[src/rtl/mem_dbus_ctrl.sv]
// mem_dbus_ctrl: MEM-stage data-bus master; runs one load/store on the SRAM-like bus and stalls until it completes.
// Optional misalignment exceptions are enabled with `define DBUS_ALIGN_CHECK_EN.
module mem_dbus_ctrl #(
    parameter logic [31:0] ADDR_MASK = 32'h1FFF_FFFF
) (
    input  logic        clk,
    input  logic        rst,
    input  logic        m_en,
    input  logic [3:0]  m_wen,
    input  logic [31:0] m_vaddr,
    input  logic [31:0] m_wdata,
    input  logic        stall_in,
    input  logic        flush,
    output logic        stallreq,
    output logic [31:0] m_rdata,
    output logic        exc_adel,
    output logic        exc_ades,
    output logic        dbus_req,
    output logic [3:0]  dbus_wen,
    output logic [31:0] dbus_addr,
    output logic [31:0] dbus_wdata,
    input  logic        dbus_addr_ok,
    input  logic        dbus_data_ok,
    input  logic [31:0] dbus_rdata
);
    typedef enum logic [2:0] {IDLE, REQ, WAIT, DONE, DROP} state_t;
    state_t      r_state, w_next;
    logic        r_drop;
    logic [31:0] r_rdata, r_addr, r_wdata;
    logic [3:0]  r_wen;
    logic        w_issue, w_done_data;
`ifdef DBUS_ALIGN_CHECK_EN
    assign exc_adel = r_state == IDLE && m_en && m_wen == 4'b0000 && m_vaddr[1:0] != 2'b00;
    assign exc_ades = r_state == IDLE && m_en &&
                      ((m_wen == 4'b1111 && m_vaddr[1:0] != 2'b00) ||
                       ((m_wen == 4'b0011 || m_wen == 4'b1100) && m_vaddr[0]));
`else
    assign exc_adel = 1'b0;
    assign exc_ades = 1'b0;
`endif
    // rst gates the combinational issue so nothing leaks onto the bus during reset
    assign w_issue     = r_state == IDLE && m_en && !flush && !exc_adel && !exc_ades && !rst;
    assign w_done_data = r_state == WAIT && dbus_data_ok && !flush;
    always_comb begin
        w_next     = r_state;
        dbus_req   = 1'b0;
        dbus_addr  = r_addr;
        dbus_wen   = r_wen;
        dbus_wdata = r_wdata;
        m_rdata    = r_rdata;
        stallreq   = 1'b0;
        case (r_state)
            IDLE: begin
                dbus_req   = w_issue;
                dbus_addr  = m_vaddr & ADDR_MASK;
                dbus_wen   = m_wen;
                dbus_wdata = m_wdata;
                stallreq   = w_issue;
                w_next     = w_issue ? (dbus_addr_ok ? WAIT : REQ) : IDLE;
            end
            REQ: begin
                dbus_req = 1'b1;
                stallreq = m_en;
                w_next   = dbus_addr_ok ? ((r_drop || flush) ? DROP : WAIT) : REQ;
            end
            WAIT: begin
                stallreq = m_en && !flush && !dbus_data_ok;
                m_rdata  = w_done_data ? dbus_rdata : r_rdata;
                w_next   = dbus_data_ok ? (w_done_data && stall_in ? DONE : IDLE) : (flush ? DROP : WAIT);
            end
            DONE: w_next = (!stall_in || flush) ? IDLE : DONE;
            DROP: begin
                stallreq = m_en;
                w_next   = dbus_data_ok ? IDLE : DROP;
            end
            default: w_next = IDLE;
        endcase
    end
    always_ff @(posedge clk or posedge rst) begin
        if (rst) begin
            r_state <= IDLE;
            r_drop  <= 1'b0;
            r_rdata <= '0;
            r_addr  <= '0;
            r_wen   <= '0;
            r_wdata <= '0;
        end else begin
            r_state <= w_next;
            if (w_issue) begin
                r_drop  <= 1'b0;
                r_addr  <= m_vaddr & ADDR_MASK;
                r_wen   <= m_wen;
                r_wdata <= m_wdata;
            end else if (r_state == REQ && flush) begin
                r_drop <= 1'b1;
            end
            if (w_done_data) r_rdata <= dbus_rdata;
        end
    end
endmodule
[config.mk]
export PLATFORM = sky130hd
export DESIGN_NAME = mem_dbus_ctrl
export DESIGN_NICKNAME = d
export VERILOG_FILES = /design/src/rtl/mem_dbus_ctrl.sv
export SDC_FILE = /design/constraint.sdc
export NUM_CORES = 1
export LEC_CHECK = 0
export BUFFER_PORTS_ARGS = -buffer_cell sky130_fd_sc_hd__buf_4
export CORE_MARGIN = 3
export CORE_UTILIZATION = 39
export DETAILED_ROUTE_END_ITERATION = 10
export PLACE_DENSITY = 0.67
export SLEW_MARGIN = 30
export SYNTH_ARGS = -nofsm -noshare
export SYNTH_HDL_FRONTEND = slang
export SYNTH_SLANG_ARGS = --single-unit
export TNS_END_PERCENT = 100
[constraint.sdc]
create_clock -name clk -period 6.9 [get_ports clk]
set_input_delay 0.69 -clock clk [delete_from_list [all_inputs] [get_ports clk]]
set_output_delay 0.69 -clock clk [all_outputs]
set_load 0.005 [all_outputs]
==> metrics.csv, run 1 <==
metric,value,unit
yosys_warnings,0,
path_class,flip-flop to output port,
core_area,0.01267,mm2
p_leak,3.349,nW
cp_top_family,buffers and inverters,
syn2layout_area_growth,37.87,%
dpl_cell_area,0.006716,mm2
cts_buffers,9,
swShare,26.61,%
worst_path_max_delay_cell,buf_4,
r2r_cells,5,
final_util,55.33,%
final_cells,726,
root_buffer,clkbuf_16,
first_global_vias,3753,
wl_met1,4572,um
synth-edff-count,0,
hold_path.class,input pin to asynchronous set/reset pin,
clk_pin_slew_worst_paths,0.07,ns
synth-seq-cells,101,
die_h,120.2,um
skew,0.005450,ns
drc,0,
fp.dieW,120.2,um
synth_cell_type_count,29,
seq_area,0.002527,mm2
pwr-share-seq,39.7,%
top_layer,met4,
hold_buffers,0,
cts_tree,built,
drt-vias-per-instance,4.855,
cts_sinks,101,
pwr-share-clk,21.9,%
cts_resized,0,
dr_wl_met2,5301,um
max_freq,267.5,MHz
switchingPower,612.6,uW
place_hpwl,8094,um
final_area,0.007010,mm2
crit_chain,nor3_4 -> buf_4 -> nand4_4 -> buf_4 -> o21ai_0 -> buf_4,
cp_num_buf_inv,3,
grt_pass1_wl,18410,um
placed_cells,710,
p_total,2.303,mW
crit_arrival,3.05,ns
wl_met3,1229,um
fin_crit_sh,54.18,%
rr_endpoint,r_wdata[12]$_DFFE_PP0N_,
htree_levels,3,
grt.overflow.total,0,
dieArea,0.01444,mm2
crit_path_start,r_state[1]$_DFF_PP0_,
maxSlewViolCount,0,
post_cts_buffers,0,
r2r_setup_slack,4.02,ns
grtUsageTotal,15.97,%
layout_common_cells,"buf_4 (206), mux2_2 (188), dfrtp_1 (101)",
critPathLaunchType,flip-flop,
cpPeakStageDelay,0.68,ns
drive_gt1_share,74.73,%
port_buffers,202,
postRouteAntennaNets,0,
drt_iter0_drc,142,
rsz0062_at_grt,false,
required,6.21,ns
final_nets,656,
final_hold_viol_count,0,
final_common_cell,buf_4,
cap_violations,0,
syn-cell-area,0.005085,mm2
preCtsSetupSlack,3.415,ns
worstMarginPinSlew,0.8990,ns
layout_setup_ws,3.162,ns
avgRoutedWirePerCell,15.62,um
holdWs,0.4132,ns
num_vias,3525,
synthesis.instances,355,
finalSetupViolCount,0,
tns,0,ns
gp_congestion,0.7581,
rows,41,
slew_headroom,40.07,%
fillers,1084,
clockBufferDepth,2,
synth_ff_type,dfrtp_1,
start_util,40.13,%
worstSkewPairLatency,0.34,ns
multi_input_area,0.002406,mm2
ys_seq_area_share,49.70,%
comb_power_share,38.4,%
ir_worst_vdd,152.9,uV
fin_crit,3.738,ns
antenna_found_initial,0,
finalWirelength,11340,um
synthArstFlopShare,100.0,%
antennaDiodeCount,0,
p_int,1.690,mW
cpMostUsedCell,buf_4,
timing.rr.start,r_state[1]$_DFF_PP0_,
crit_path_end_kind,output port,
grt_max_degree,68,
first_pass_iters,4,
syn_area_per_cell,14.32,um2
status,finished clean,
critPathMaxFanout,67,
power_density,328.5,mW/mm2
io_pins,211,
## area by class of cell
| class | instances | share of cell area, % |
|---|---|---|
| flip-flops and latches | 101 | 36.05 |
| multi-input cells | 226 | 34.32 |
| repair buffers | 206 | 22.06 |
| clock buffers | 12 | 3.516 |
| well taps | 172 | 3.070 |
| clock inverters | 4 | 0.6782 |
| inverters | 5 | 0.3034 |
## Yosys cell counts, types with 2 or more instances
cell	instances	area, um2
dfrtp_1	101	2527
o21ai_0	3	15.01
buf_2	20	100.1
nor3b_1	2	15.01
nand3_1	2	10.01
buf_4	6	45.04
mux2_1	6	67.56
inv_1	5	18.77
nor2_1	3	11.26
mux2_2	188	2117
## worst max path at each step
| stage | to | cells after the start | slack (ns) |
|---|---|---|---|
| 5_1_grt | stallreq | 6 | 2.83 |
| 2_1_floorplan | stallreq | 5 | 2.51 |
| 3_5_place_dp | stallreq | 6 | 3.42 |
| 4_1_cts | stallreq | 6 | 3.04 |
| 3_3_place_gp | stallreq | 6 | 3.46 |
| 6_report | stallreq | 6 | 3.16 |
## registers in the layout (all words and copies together) (netlist names)
register and flops:
r_addr 29, r_drop 1, r_rdata 32, r_state 3, r_wdata 32, r_wen 4
## routing by layer
layer	GRT usage (%)	up-vias
li1	-	1656
met1	19.09	1701
met2	25.71	152
met3	6.221	16
met4	6.800	0
met5	0	-
## power by group through the flow
stage          clock network, mW  registers (mW)  logic [mW]
3_5_place_dp                   0           0.923       0.898
3_3_place_gp                   0           0.908       0.884
6_report                   0.503           0.915       0.884
5_1_grt                    0.548           0.943       0.966
4_1_cts                    0.523           0.914       0.902
2_1_floorplan                  0           0.888       0.518
## cell families (layout without fill, tap and decap cells)
logic type | count (synthesis) | in the layout | share of synthesized area, %
multiplexers | 194 | 194 | 42.96
XOR/XNOR | 1 | 1 | 0.1723
AND/OR/NAND/NOR | 16 | 16 | 2.313
flip-flops | 101 | 101 | 49.70
buffers and inverters | 32 | 227 | 3.445
AO/OA/AOI/OAI | 10 | 10 | 1.329
other | 1 | 5 | 0.07375
Note: power is estimated with default switching activity, not from simulation.
==> inputs of run 2 (changes only) <==
==> constraint.sdc (replaced) <==
create_clock -name clk -period 3.7 [get_ports clk]
set_input_delay 0.37 -clock clk [delete_from_list [all_inputs] [get_ports clk]]
set_output_delay 0.37 -clock clk [all_outputs]
set_load 0.005 [all_outputs]
==> run 2 against run 1 <==
  * Via count rose by 1.4%
  * Register-to-register slack worse by 2.8 ns
  * Sequential share of layout area about the same
  * Highest routed layer unchanged
  * Power grew 85%
  * Count of clock-buffer cells in the layout grew 2
  * Utilization hardly changed
  * Critical path depth down 2
  * Critical path type unchanged
  * Global-route usage fell by 0.077 points
  * Clock power rose by 76%
  * Largest power group unchanged
  * Setup slack worse by 2.3 ns
  * Non-clock buffer count up 1
  * Final cell count stayed put
==> metrics.csv, run 2 (synthesized netlist as in run 1, its figures left out) <==
metric,value,unit,change
rsz0062_at_grt,false,,
drive_gt1_share,74.73,%,unchanged
final_nets,657,,+0.15%
critPathLaunchType,flip-flop,,
clk_pin_slew_worst_paths,0.06,ns,about the same
root_buffer,clkbuf_16,,
layout_common_cells,"buf_4 (207), mux2_2 (188), dfrtp_1 (101)",,
drt_iter0_drc,121,,-15%
multi_input_area,0.002406,mm2,unchanged
die_h,120.2,um,unchanged
grt.overflow.total,0,,unchanged
tns,0,ns,unchanged
cts_buffers,9,,unchanged
antennaDiodeCount,0,,unchanged
place_hpwl,8335,um,+3.0%
htree_levels,3,,unchanged
post_cts_buffers,0,,unchanged
rows,41,,unchanged
p_leak,3.346,nW,about the same
finalSetupViolCount,0,,unchanged
grt_pass1_wl,18120,um,-1.6%
power_density,606.6,mW/mm2,+85%
worstSkewPairLatency,0.34,ns,about the same
cts_resized,0,,unchanged
slew_headroom,42.79,%,+2.7 points
first_pass_iters,4,,unchanged
cts_sinks,101,,unchanged
required,3.33,ns,-2.88 ns
avgRoutedWirePerCell,15.93,um,+2.0%
clockBufferDepth,2,,unchanged
grtUsageTotal,15.89,%,-0.077 points
fillers,1082,,-0.18%
critPathMaxFanout,66,,-1.5%
gp_congestion,0.6847,,-9.7%
worstMarginPinSlew,0.8581,ns,-0.04088 ns
postRouteAntennaNets,0,,unchanged
ir_worst_vdd,299.3,uV,+96%
placed_cells,711,,+0.14%
fin_crit_sh,75.94,%,
hold_buffers,0,,unchanged
path_class,flip-flop to output port,,
cts_tree,built,,
dpl_cell_area,0.006725,mm2,+0.13%
hold_path.class,input pin to asynchronous set/reset pin,,
drc,0,,unchanged
status,finished clean,,
maxSlewViolCount,0,,unchanged
skew,0.004820,ns,-0.0006298 ns
final_area,0.007004,mm2,about the same
cap_violations,0,,unchanged
fin_crit,2.810,ns,
finalWirelength,11560,um,+2.0%
num_vias,3574,,+1.4%
r2r_setup_slack,1.24,ns,-2.78 ns
syn2layout_area_growth,37.75,%,about the same
final_common_cell,buf_4,,
first_global_vias,3674,,-2.1%
max_freq,355.9,MHz,
final_hold_viol_count,0,,unchanged
r2r_cells,4,,-1
antenna_found_initial,0,,unchanged
start_util,40.13,%,unchanged
rr_endpoint,r_addr[25]$_DFFE_PP0N_,,
timing.rr.start,r_state[1]$_DFF_PP0_,,
crit_arrival,2.44,ns,-0.61 ns
reg_top3,"r_rdata (32), r_wdata (32), r_addr (29)",,
core_area,0.01267,mm2,unchanged
fp.dieW,120.2,um,unchanged
final_cells,726,,unchanged
drt-vias-per-instance,4.923,,+1.4%
seq_area,0.002527,mm2,unchanged
grt_max_degree,68,,unchanged
port_buffers,202,,unchanged
dieArea,0.01444,mm2,unchanged
crit_path_end_kind,output port,,
io_pins,211,,unchanged
## run 2: per-stage QoR
step / hold WS [ns] / worst slack, ns / utilization (%) / power [mW]
2_1_floorplan: 0.4602 / 0.5741 / - / 2.622
3_3_place_gp: 0.4723 / 1.246 / 53.08 / 3.349
3_5_place_dp: 0.4826 / 1.204 / 53.08 / 3.408
4_1_cts: 0.1996 / 0.8363 / 55.28 / 4.325
5_1_grt: 0.2296 / 0.7262 / 55.28 / 4.535
6_report: 0.1923 / 0.8904 / 55.28 / 4.249
## run 2: worst max path at each step
stage                         startpoint                      to  slack (ns)
floorplan                            rst                stallreq        0.57
global placement    r_state[1]$_DFF_PP0_          dbus_wdata[26]        1.25
detailed placement  r_state[1]$_DFF_PP0_  r_addr[25]$_DFFE_PP0N_        1.20
CTS                 r_state[1]$_DFF_PP0_           dbus_addr[10]        0.84
global route        r_state[1]$_DFF_PP0_           dbus_addr[13]        0.73
finish              r_state[1]$_DFF_PP0_           dbus_addr[21]        0.89
## run 2: where the power goes
group	switching [mW]	internal (mW)	total, mW
clock	0.377	0.507	0.884
combinational	0.559	1.10	1.66
sequential	0.194	1.51	1.71
total	1.13	3.12	4.25
## run 2: per-layer routing
metal  vias up  wire [um]  GRT usage (%)
met2       150       5412          24.94
met4         0        186          6.299
met1      1738       4609          18.94
met5         -          0              0
li1       1671          -              -
met3        15       1356          7.484
## run 2: worst max-delay path: stages (launching register included)
cell	delay, ns
dfrtp_1	0.50
nor3_4	0.29
buf_4	0.69
mux2_2	0.42
buf_4	0.14
## run 2: area by class of cell
class                      instances  share of cell area [%]
sequential                       101                   36.08
multi-input combinational        226                   34.35
timing repair buffer             207                   22.19
clock buffer                      14                   3.912
tap                              172                   3.073
inverter                           5                  0.3215
clock inverter                     1                 0.07145
